===== src/rtl/srl16_shift_reg_pkg.sv =====
// Shared sizing and helpers for the 16-tap serial shift register.
package srl16_shift_reg_pkg;

  localparam int unsigned TAP_COUNT = 16;
  localparam int unsigned ADDR_W    = 4;

  typedef logic [ADDR_W-1:0]    tap_addr_t;
  typedef logic [TAP_COUNT-1:0] taps_t;

  // New bit enters at tap 0; the old last tap falls off the end.
  function automatic taps_t shift_taps(input taps_t cur, input logic din);
    return {cur[TAP_COUNT-2:0], din};
  endfunction

endpackage


===== src/rtl/srl16_shift_reg.sv =====
// SRL16E-style 16x1 shift register with asynchronous tap read and synchronous reload to INIT.
// Latency: bit shifted at edge n is on tap A after edge n+A; no backpressure (ce only gates shifting).
module srl16_shift_reg
  import srl16_shift_reg_pkg::*;
#(
  parameter logic [15:0] INIT = 16'h0000
) (
  input  logic clock,
  input  logic reset,
  input  logic ce,
  input  logic d,
  input  logic a0,
  input  logic a1,
  input  logic a2,
  input  logic a3,
  output logic q,
  output logic q15
);

  // Power-up value matters: the one-shot reset generator never asserts reset.
  taps_t     sr_q = INIT;
  taps_t     sr_d;
  tap_addr_t addr;

  always_comb begin
    sr_d = sr_q;
    if (ce) begin
      sr_d = shift_taps(sr_q, d);
    end
  end

  always_ff @(posedge clock) begin
    if (reset) begin
      sr_q <= INIT;
    end else begin
      sr_q <= sr_d;
    end
  end

  assign addr = {a3, a2, a1, a0};
  assign q    = sr_q[addr];
  assign q15  = sr_q[TAP_COUNT-1];

endmodule


===== config.mk =====
export PLATFORM = sky130hd
export DESIGN_NAME = srl16_shift_reg
export DESIGN_NICKNAME = d
export VERILOG_FILES = /design/src/rtl/srl16_shift_reg_pkg.sv /design/src/rtl/srl16_shift_reg.sv
export SDC_FILE = /design/constraint.sdc
export NUM_CORES = 1
export LEC_CHECK = 0
export BUFFER_PORTS_ARGS = -buffer_cell sky130_fd_sc_hd__buf_4
export CAP_MARGIN = 20
export CORE_MARGIN = 1.5
export CORE_UTILIZATION = 40
export DETAILED_ROUTE_END_ITERATION = 7
export PLACE_DENSITY_LB_ADDON = 0.25
export SLEW_MARGIN = 10
export SYNTH_ARGS = -nofsm -noshare
export SYNTH_HDL_FRONTEND = slang
export SYNTH_SLANG_ARGS = --single-unit
export TNS_END_PERCENT = 50

===== constraint.sdc =====
create_clock -name clock -period 1 [get_ports clock]
set_input_delay 0.05 -clock clock [delete_from_list [all_inputs] [get_ports clock]]
set_output_delay 0.05 -clock clock [all_outputs]
set_load 0.005 [all_outputs]

# ---- Word level (Yosys, flattened, before mapping)
# Cells that the tools add are included.
dict set report op_classes {
  n_lt_le_gt_ge 1
  muxes 2
}
# operator n
set ops {}
lappend ops {{< comparator 4 x 5 -> 1 bit, second input constant} 1}
lappend ops {{binary-select mux 1 bit (select 4 bit)} 1}
lappend ops {{2-to-1 mux 1 bit} 1}
dict set report word_totals {
  out_inout_bits 2
  register_bits 16
}

# ---- Longest topological paths before layout
# Gate-level depths: netlist (run 1).
dict set report depth {
  word_depth 2
  mapped_depth 4
  mapped_depth_nobuf 3
}

# ---- Worst setup path before layout (run 1)
# OpenSTA, ideal clock, no wires.
dict set report synth_path {
  path_kind {reg2out}
  startpoint {reg sr_q[13]}
  endpoint {out q}
  path_buffers 0
  t_arrival_ns 0.995
  slack_ns -0.045
  required_ns 0.950
  path_stages_with_launch 4
  cell_sequence {dfxtp_1 -> mux4_1 -> mux2i_1 -> mux2i_1}
}
dict set report synth_via {
  elab_chain_cells 2
}
# item line
set synth_rtl {}
lappend synth_rtl {{start, declared} srl16_shift_reg.sv:21} ;# taps_t sr_q = INIT;
lappend synth_rtl {{start signal, assigned} srl16_shift_reg.sv:36} ;# sr_q <= sr_d;
lappend synth_rtl {{binary-select mux 1 bit (select 4 bit)} srl16_shift_reg.sv:41} ;# assign q = sr_q[addr];
lappend synth_rtl {{2-to-1 mux 1 bit (implied by the code)} srl16_shift_reg.sv:41}
lappend synth_rtl {{end, declared} srl16_shift_reg.sv:16} ;# output logic q,
# No other way between the ends. The select of a mux whose other input is x is not followed.

# ---- Worst setup path in the final report (run 1)
dict set report layout_path {
  startpoint {reg sr_q[8]}
  endpoint {out q}
}
# Same word-level chain as after synthesis.

==> results of run 1 <==
cells in the mapped netlist (all sizes together):
| cell | n | area (sq um) |
|---|---|---|
| buf | 3 | 13.76 |
| clkbuf | 1 | 3.750 |
| dfxtp | 16 | 320.3 |
| mux4 | 4 | 105.1 |
| mux2i | 19 | 190.2 |
| nor2 | 16 | 60.06 |
layer usage:
layer	track usage (%)	up-vias	part of all wire (%)	wire length, um
met5	0	-	0	0
met4	9.091	0	1.6	21
met3	2.449	2	3.4	44
met2	21.45	8	44	566
met1	20.57	230	51	650
li1	-	254	-	-
repair_timing:
item | 4_1_cts | 5_1_grt
hold buffers | 0 | 0
buffers inserted | 0 | 0
pin swaps | 0 | 0
setup endpoints to repair | 1 | 1
resized for setup | 1 | 1
through the flow:
step	area, sq um	power (mW)
3_5_place_dp	869.6	0.7517
3_3_place_gp	869.6	0.7516
6_report	894.6	1.059
4_1_cts	893.4	1.077
5_1_grt	894.6	1.098
2_1_floorplan	679.4	0.7122
cell type report:
class | instances | area, sq um | area share, %
Clock buffer | 3 | 22.52 | 2.517
Multi-Input combinational cell | 39 | 340.3 | 38.04
Sequential cell | 16 | 324.1 | 36.22
Tap cell | 16 | 20.02 | 2.238
Timing Repair Buffer | 25 | 187.7 | 20.98
power groups by stage:
stage / registers, mW / logic, mW / clock network [mW]
after global routing: 0.644 / 0.0997 / 0.354
after global placement: 0.659 / 0.0930 / 0
final: 0.644 / 0.0924 / 0.323
after CTS: 0.644 / 0.0930 / 0.340
after floorplan: 0.659 / 0.0534 / 0
after detailed placement: 0.659 / 0.0929 / 0
cells in the final DEF (no fill, tap or decap), drive strengths merged:
cell type,synthesis,routed
dfxtp,16,16
mux4,4,4
mux2i,19,19
buf,3,25
clkbuf,1,3
nor2,16,16
final timing paths:
kind / end / depth (start not counted) / from
setup / recovery: q / 4 / sr_q[8]
hold / removal: sr_q[0] / 3 / d
setup reg to reg: sr_q[8] / 3 / sr_q[8]
hold reg to reg: sr_q[14] / 3 / sr_q[14]
cell families after synthesis:
| group | share of synthesized area [%] |
|---|---|
| AND/OR/NAND/NOR | 8.665 |
| buffers and inverters | 2.526 |
| multiplexers | 42.60 |
| flip-flops | 46.21 |
critical path, stage by stage, from the launching register on:
cell and delay (ns):
dfxtp_1 0.34, mux4_2 0.46, mux2i_1 0.14, mux2i_1 0.08
buf_4 0.14
==> impl.org, run 1 <==
** Yosys
- The number of nets handed over by synthesis was between 60 and 70.
- Yosys mapped the design onto 7 distinct sky130hd cell types.
- Synth Instances :: 59
- Of the synthesized area, sequential elements account for 46.21%.
- After synthesis the cells add up to just under 700 sq um.
- Mean cell area of the mapped netlist :: approximately 12 sq um
- Total number of yosys warnings :: 0
- Counting flops and latches in the post-synthesis netlist gives 16.

** Detailed routing
- Summing over every cut layer, the via total after detailed routing is 494.
- DR DRC count :: 1
- Detailed-routing iteration count for the pre-antenna-repair pass :: 6
- Initial drt markers :: 6
- DRT Wirelength :: between 1 and 1.5 mm
- Antenna Violating Nets Remaining :: 0
- After detailed routing, the average wire length per cell comes to 12.95 um.
- Detail-routed via count per cell :: about 5

** Clock tree
- Clock-pin slew on the worst setup and hold paths :: around 0.09 ns
- CTS sink count :: 16
- No sink is reached through more buffers than the 2 on the longest clock path.
- TritonCTS built the clock tree.
- Cell chosen for the clock root :: clkbuf_4
- Total clock buffers created by CTS :: 3
- At the later pin of the worst-skew pair, clock insertion delay measures ~0.27 ns.
- In this run the number of H-tree levels came out at 1.

** Min path
- Type of the worst min-delay path :: input pin to register

** Floorplanning
- Die extent in y :: 44.63 um
- Pin placement for this block handled 10 I/O pins.
- Placeable core region :: about 0.0016 sq mm
- From left edge to right edge, the die measures 44.63 um.
- Std-Cell Rows :: 14
- Floorplan die area :: roughly 0.0020 sq mm
- Initial Utilization :: between 40 and 50%

** Worst setup path
- Data on the critical path arrives at its endpoint at roughly 1.4 ns.
- Sort of element at the end of the critical path :: output pin
- Req. time, crit path :: approximately 0.95 ns
- For flop-to-flop paths, the worst setup slack is 0.25 ns.
- Of all nets on the critical path, the largest fanout is 2.
- Path type of the worst setup path :: register to output pin
- Worst Setup Start Kind :: register

** Power and ir drop
- Power density normalized to cell area :: around 1200 mW/mm^2
- The analysis attributes to net switching a power of about 230 uW.
- Cell internal power was estimated by the tool at between 800 and 900 uW.
- Combinational logic is responsible for about 8.7% of the overall power.
- Clock share of power :: between 30% and 40%
- Net switching share of the total power :: 21.58%
- Largest vdd supply drop :: 761.4 uV
- Per report_power, the sequential group accounts for about three fifths of the total.
- The analysis attributes to cell leakage a power of between 0.4 and 0.5 nW.

** STA
- Slew Limit Fails :: 0
- Endpoints failing hold :: 0
- The worst pin sits at a relative slew slack of 82.18%.
- After routing, the total negative slack on setup checks comes to -0.4788 ns.
- Worst clock skew :: 0.005602 ns
- Minimum setup slack in the final design :: -0.4788 ns
- Max frequency :: slightly below 700 MHz
- # setup viols final :: 1
- Setup repair after global routing could not meet its margin everywhere.
- Min Tclk post-route :: approximately 1.5 ns
- After layout, the worst path uses 147.9% of the clock period.
- The tightest hold path in the finished design has a slack of between 0.015 and 0.02 ns.
- Transition at the pin with the smallest max-transition slack :: 0.2673 ns

** Final layout
- The register with the most flip-flops in the final layout is sr_q.
- For this run, the number of standard cells in the final layout without fillers is just under 100.
- For this run, the share of the core covered by cells in the final layout is between 50% and 60%.
- Flip-flop count of the largest register, all copies and words added :: 16
- At the end of the flow, the number of nets in the layout was between 90 and 100.
- Registers with the highest flip-flop counts :: sr_q: 16 flops
- 0 antenna diodes ended up in the layout.
- Synthesis-to-layout area growth :: 29.06%
- Number of fill cells :: 142
- Ratio of cells with drive above 1 in the final layout :: between 40% and 50%

** Placed design
- Worst setup timing slack at the placement stage :: -0.1757 ns
- At the end of routability-driven placement, the weighted congestion stood at between 0.6 and 0.7.
- Placed Cells :: 96
- Once detailed placement completed, the half-perimeter wirelength came to roughly 930 um.
- Buffers added on ports :: 9

** Flow run
- The tool flagged a number of max-cap violations equal to 0.

** Run status
- The checks that failed: design-rule violations, negative setup slack.
- Status :: complete, but fails checks

** Global routing
- Entering global routing, the biggest net connects 17 pins.
- Antenna violations before repair :: 0
- Global routing finished with a remaining overflow of 0.
- First-pass GRT wire length :: 2.056 mm
- Global routing used around 15% of the available tracks across all layers.
- Number of global-route vias before repair :: a little under 500
(Power assumes the default switching activity.)
==> run 2, diff against run 1 <==
Settings changed: CELL_PAD_IN_SITES_DETAIL_PLACEMENT set to 1, CELL_PAD_IN_SITES_GLOBAL_PLACEMENT set to 2, CORE_UTILIZATION 40 to 31.
==> impl.org, run 2 (same netlist as run 1, synthesis figures left out) <==
** Run status
- The flow ran to the end, but the final reports show violations.
- The checks that failed: negative hold slack, negative setup slack.

** Floorplanning
- Initial Utilization :: around 34%
- Floorplan die area :: approximately 0.0025 sq mm
- Measured along the y axis, the die boundary spans slightly above 50 um.
- After floorplanning, the core was divided into 16 placement rows.
- I/O pin total :: 10
- In this run the standard cell core region covers between 0.002 and 0.0025 sq mm.
- Measured along the x axis, the die boundary spans slightly above 50 um.

** Global routing
- Global routing consumed, over all layers together, between 10% and 20% of the routing resources.
- Antenna violations before repair :: 0
- Number of global-route vias before repair :: between 500 and 600
- Entering global routing, the biggest net connects 17 pins.
- For this run the aggregate overflow at the end of global routing stands at 0.
- The first global-routing pass estimated around 2.6 mm of wire.

** Worst setup path
- Crit path max-delay family :: multiplexers
- The worst register-to-register path begins at sr_q[11].
- Req. time, crit path :: approximately 0.95 ns
- Crit-path most repeated cell :: mux2i_1
- Worst-path fanout max :: 2
- The slowest stage of the critical path belongs to the cell mux4_2.
- Arrival time worst endpoint :: 1.48 ns
- Together, buffers and inverters on the worst path number 1.
- The worst setup path is captured at an output pin.
- Destination of the worst register-to-register timing path :: sr_q[12]
- For the worst flop-to-flop path, the logic depth is 5.
- In this run the worst setup path begins at sr_q[15].
- On the worst path, the slowest cell contributes a delay of between 0.4 and 0.5 ns.
- The critical path goes through mux4_2, mux2i_1, mux2i_1, buf_4.
- The critical path is of the register to output pin type.
- For flop-to-flop paths, the worst setup slack is roughly 0.030 ns.
- STA classifies the critical path startpoint as a register.

** Detailed routing
- After the first detailed-routing iteration, the DRC count stood at 4.
- Once detail routing completed, the nets flagged for antenna violations numbered 0.
- After detailed routing, the wire length on met1 is 792 um.
- Routed wirelength normalized by instance count :: 13.79 um
- For this block, the routed nets add up to around 1.6 mm of wire.
- Highest metal used :: met4
- Met3 Routed Length :: roughly 35 um
- Routed wl met2 :: about 720 um
- DR DRC count :: 0
- Detailed-routing iteration count for the pre-antenna-repair pass :: 4
- Detail-routed via count per cell :: approximately 4.6
- Vias after detailed routing :: between 500 and 600

** STA
- Min Tclk post-route :: 1.531 ns
- Setup repair after global routing could not meet its margin everywhere.
- Once routing completed, OpenROAD measured the worst setup slack at -0.5313 ns.
- The tightest hold path in the finished design has a slack of -0.004616 ns.
- Transition at the pin with the smallest max-transition slack :: approximately 0.27 ns
- Setup violations remaining at the end of the flow were counted as 1.
- Across the routed clock network, the largest skew measured is between 0.002 and 0.003 ns.
- For the final routed database, the setup TNS stands at -0.5313 ns.
- Worst slew slack as a fraction of its limit :: 82.26%
- The final count of hold timing violations was 1.
- The worst path uses 153.1% of the clock period.
- Slew Limit Fails :: 0
- Static timing analysis puts the maximum clock frequency at roughly 650 MHz.

** Final layout
- Leaving out fill and tap cells, the most frequent cells in the layout are buf_4 (28), mux2i_1 (19), nor2_1 (16).
- Ranked by flip-flop count, first place goes to sr_q.
- After the flow finishes, the layout carries non-filler instances totaling ~110.
- Final nets :: 96
- Once layout is complete, the utilization of the core stands at a little under half.
- Flip-flop count of the largest register, all copies and words added :: 16
- The largest registers in the layout are sr_q: 16 flops.
- Of the cells placed in the final design, the portion with a size suffix greater than 1 is 44.83%.
- Synthesis-to-layout area growth :: 36.28%
- Leading cell type in the layout, fill and taps excluded :: buf_4
- Fill cells in the final layout number around 250.
- Number of antenna diodes :: 0

** Power and ir drop
- Largest vdd supply drop :: ~770 uV
- LEAKAGE :: between 0.4 and 0.5 nW
- Power density normalized to cell area :: ~1200 mW/mm^2

** Clock tree
- Cell chosen for the clock root :: clkbuf_4
- Hold bufs inserted after CTS :: 0
- Clock tree synthesis found a total of 16 sinks.
- Clock-pin slew on the worst setup and hold paths :: roughly 0.10 ns
- Deepest level of the CTS H-tree :: 1
- Clock insertion delay at the later pin of the skew report :: approximately 0.29 ns
- CTS tree :: built
- The clock passes through at most 2 buffers.
- Buffers inserted during clock tree synthesis total 3.

** Min path
- The path with the worst hold slack has its endpoint at sr_q[0].
- Worst Hold Launch :: d
- Worst hold path depth :: 3
- In this run the worst hold path is classified as input pin to register.

** Flow run
- Max-capacitance violation count :: 0

** Placed design
- Routability-driven placement congestion ratio :: about 0.68
- Detailed placement finished with a half-perimeter wire length of 1.060 mm.
- Placed Cells :: about 110
- Buffers added on ports :: 9
- Worst setup timing slack at the placement stage :: -0.2207 ns
run 2: changes by cell type in the layout (fill, tap and decap cells not counted):
| cell | before | now |
|---|---|---|
| buf_4 | 25 | 28 |
| clkbuf_8 | 0 | 1 |
run 2: tightest hold or removal path, stage by stage:
cell	delay, ns
buf_4	0.08
mux2i_1	0.06
nor2_1	0.07
run 2: how the worst max path moves through the flow:
stage | slack [ns] | end | cells past startpoint
detailed placement | -0.22 | q | 4
global placement | -0.21 | q | 4
floorplan | -0.03 | q | 3
CTS | -0.54 | q | 4
finish | -0.53 | q | 4
global route | -0.61 | q | 4
run 2: per-layer routing:
metal / up-vias / GRT usage (%)
met5: - / 0
met4: 0 / 6.944
met3: 4 / 1.786
met2: 10 / 23.46
met1: 247 / 17.96
li1: 261 / -
run 2: stage by stage:
step / power [mW] / instance area, sq um
2_1_floorplan: 0.7122 / 679.4
3_3_place_gp: 0.7539 / 875.8
3_5_place_dp: 0.7546 / 875.8
4_1_cts: 1.180 / 922.1
5_1_grt: 1.227 / 944.7
6_report: 1.175 / 944.7
run 2: final cells by class:
cell class | count | area (sq um) | area share [%]
timing repair buffer | 28 | 210.2 | 22.25
sequential | 16 | 324.1 | 34.30
clock buffer | 4 | 36.28 | 3.841
multi-input combinational | 39 | 340.3 | 36.03
tap | 27 | 33.78 | 3.576
run 2: what timing repair did:
action                     in CTS  in global routing
cloned                          0                  0
setup buffers                   1                  3
resized for setup               2                  0
setup endpoints to repair       1                  1
run 2: power breakdown:
part	total, mW	internal (mW)	switching (mW)
Combinational	0.0953	0.0500	0.0452
Sequential	0.645	0.642	0.00367
Clock	0.434	0.222	0.212
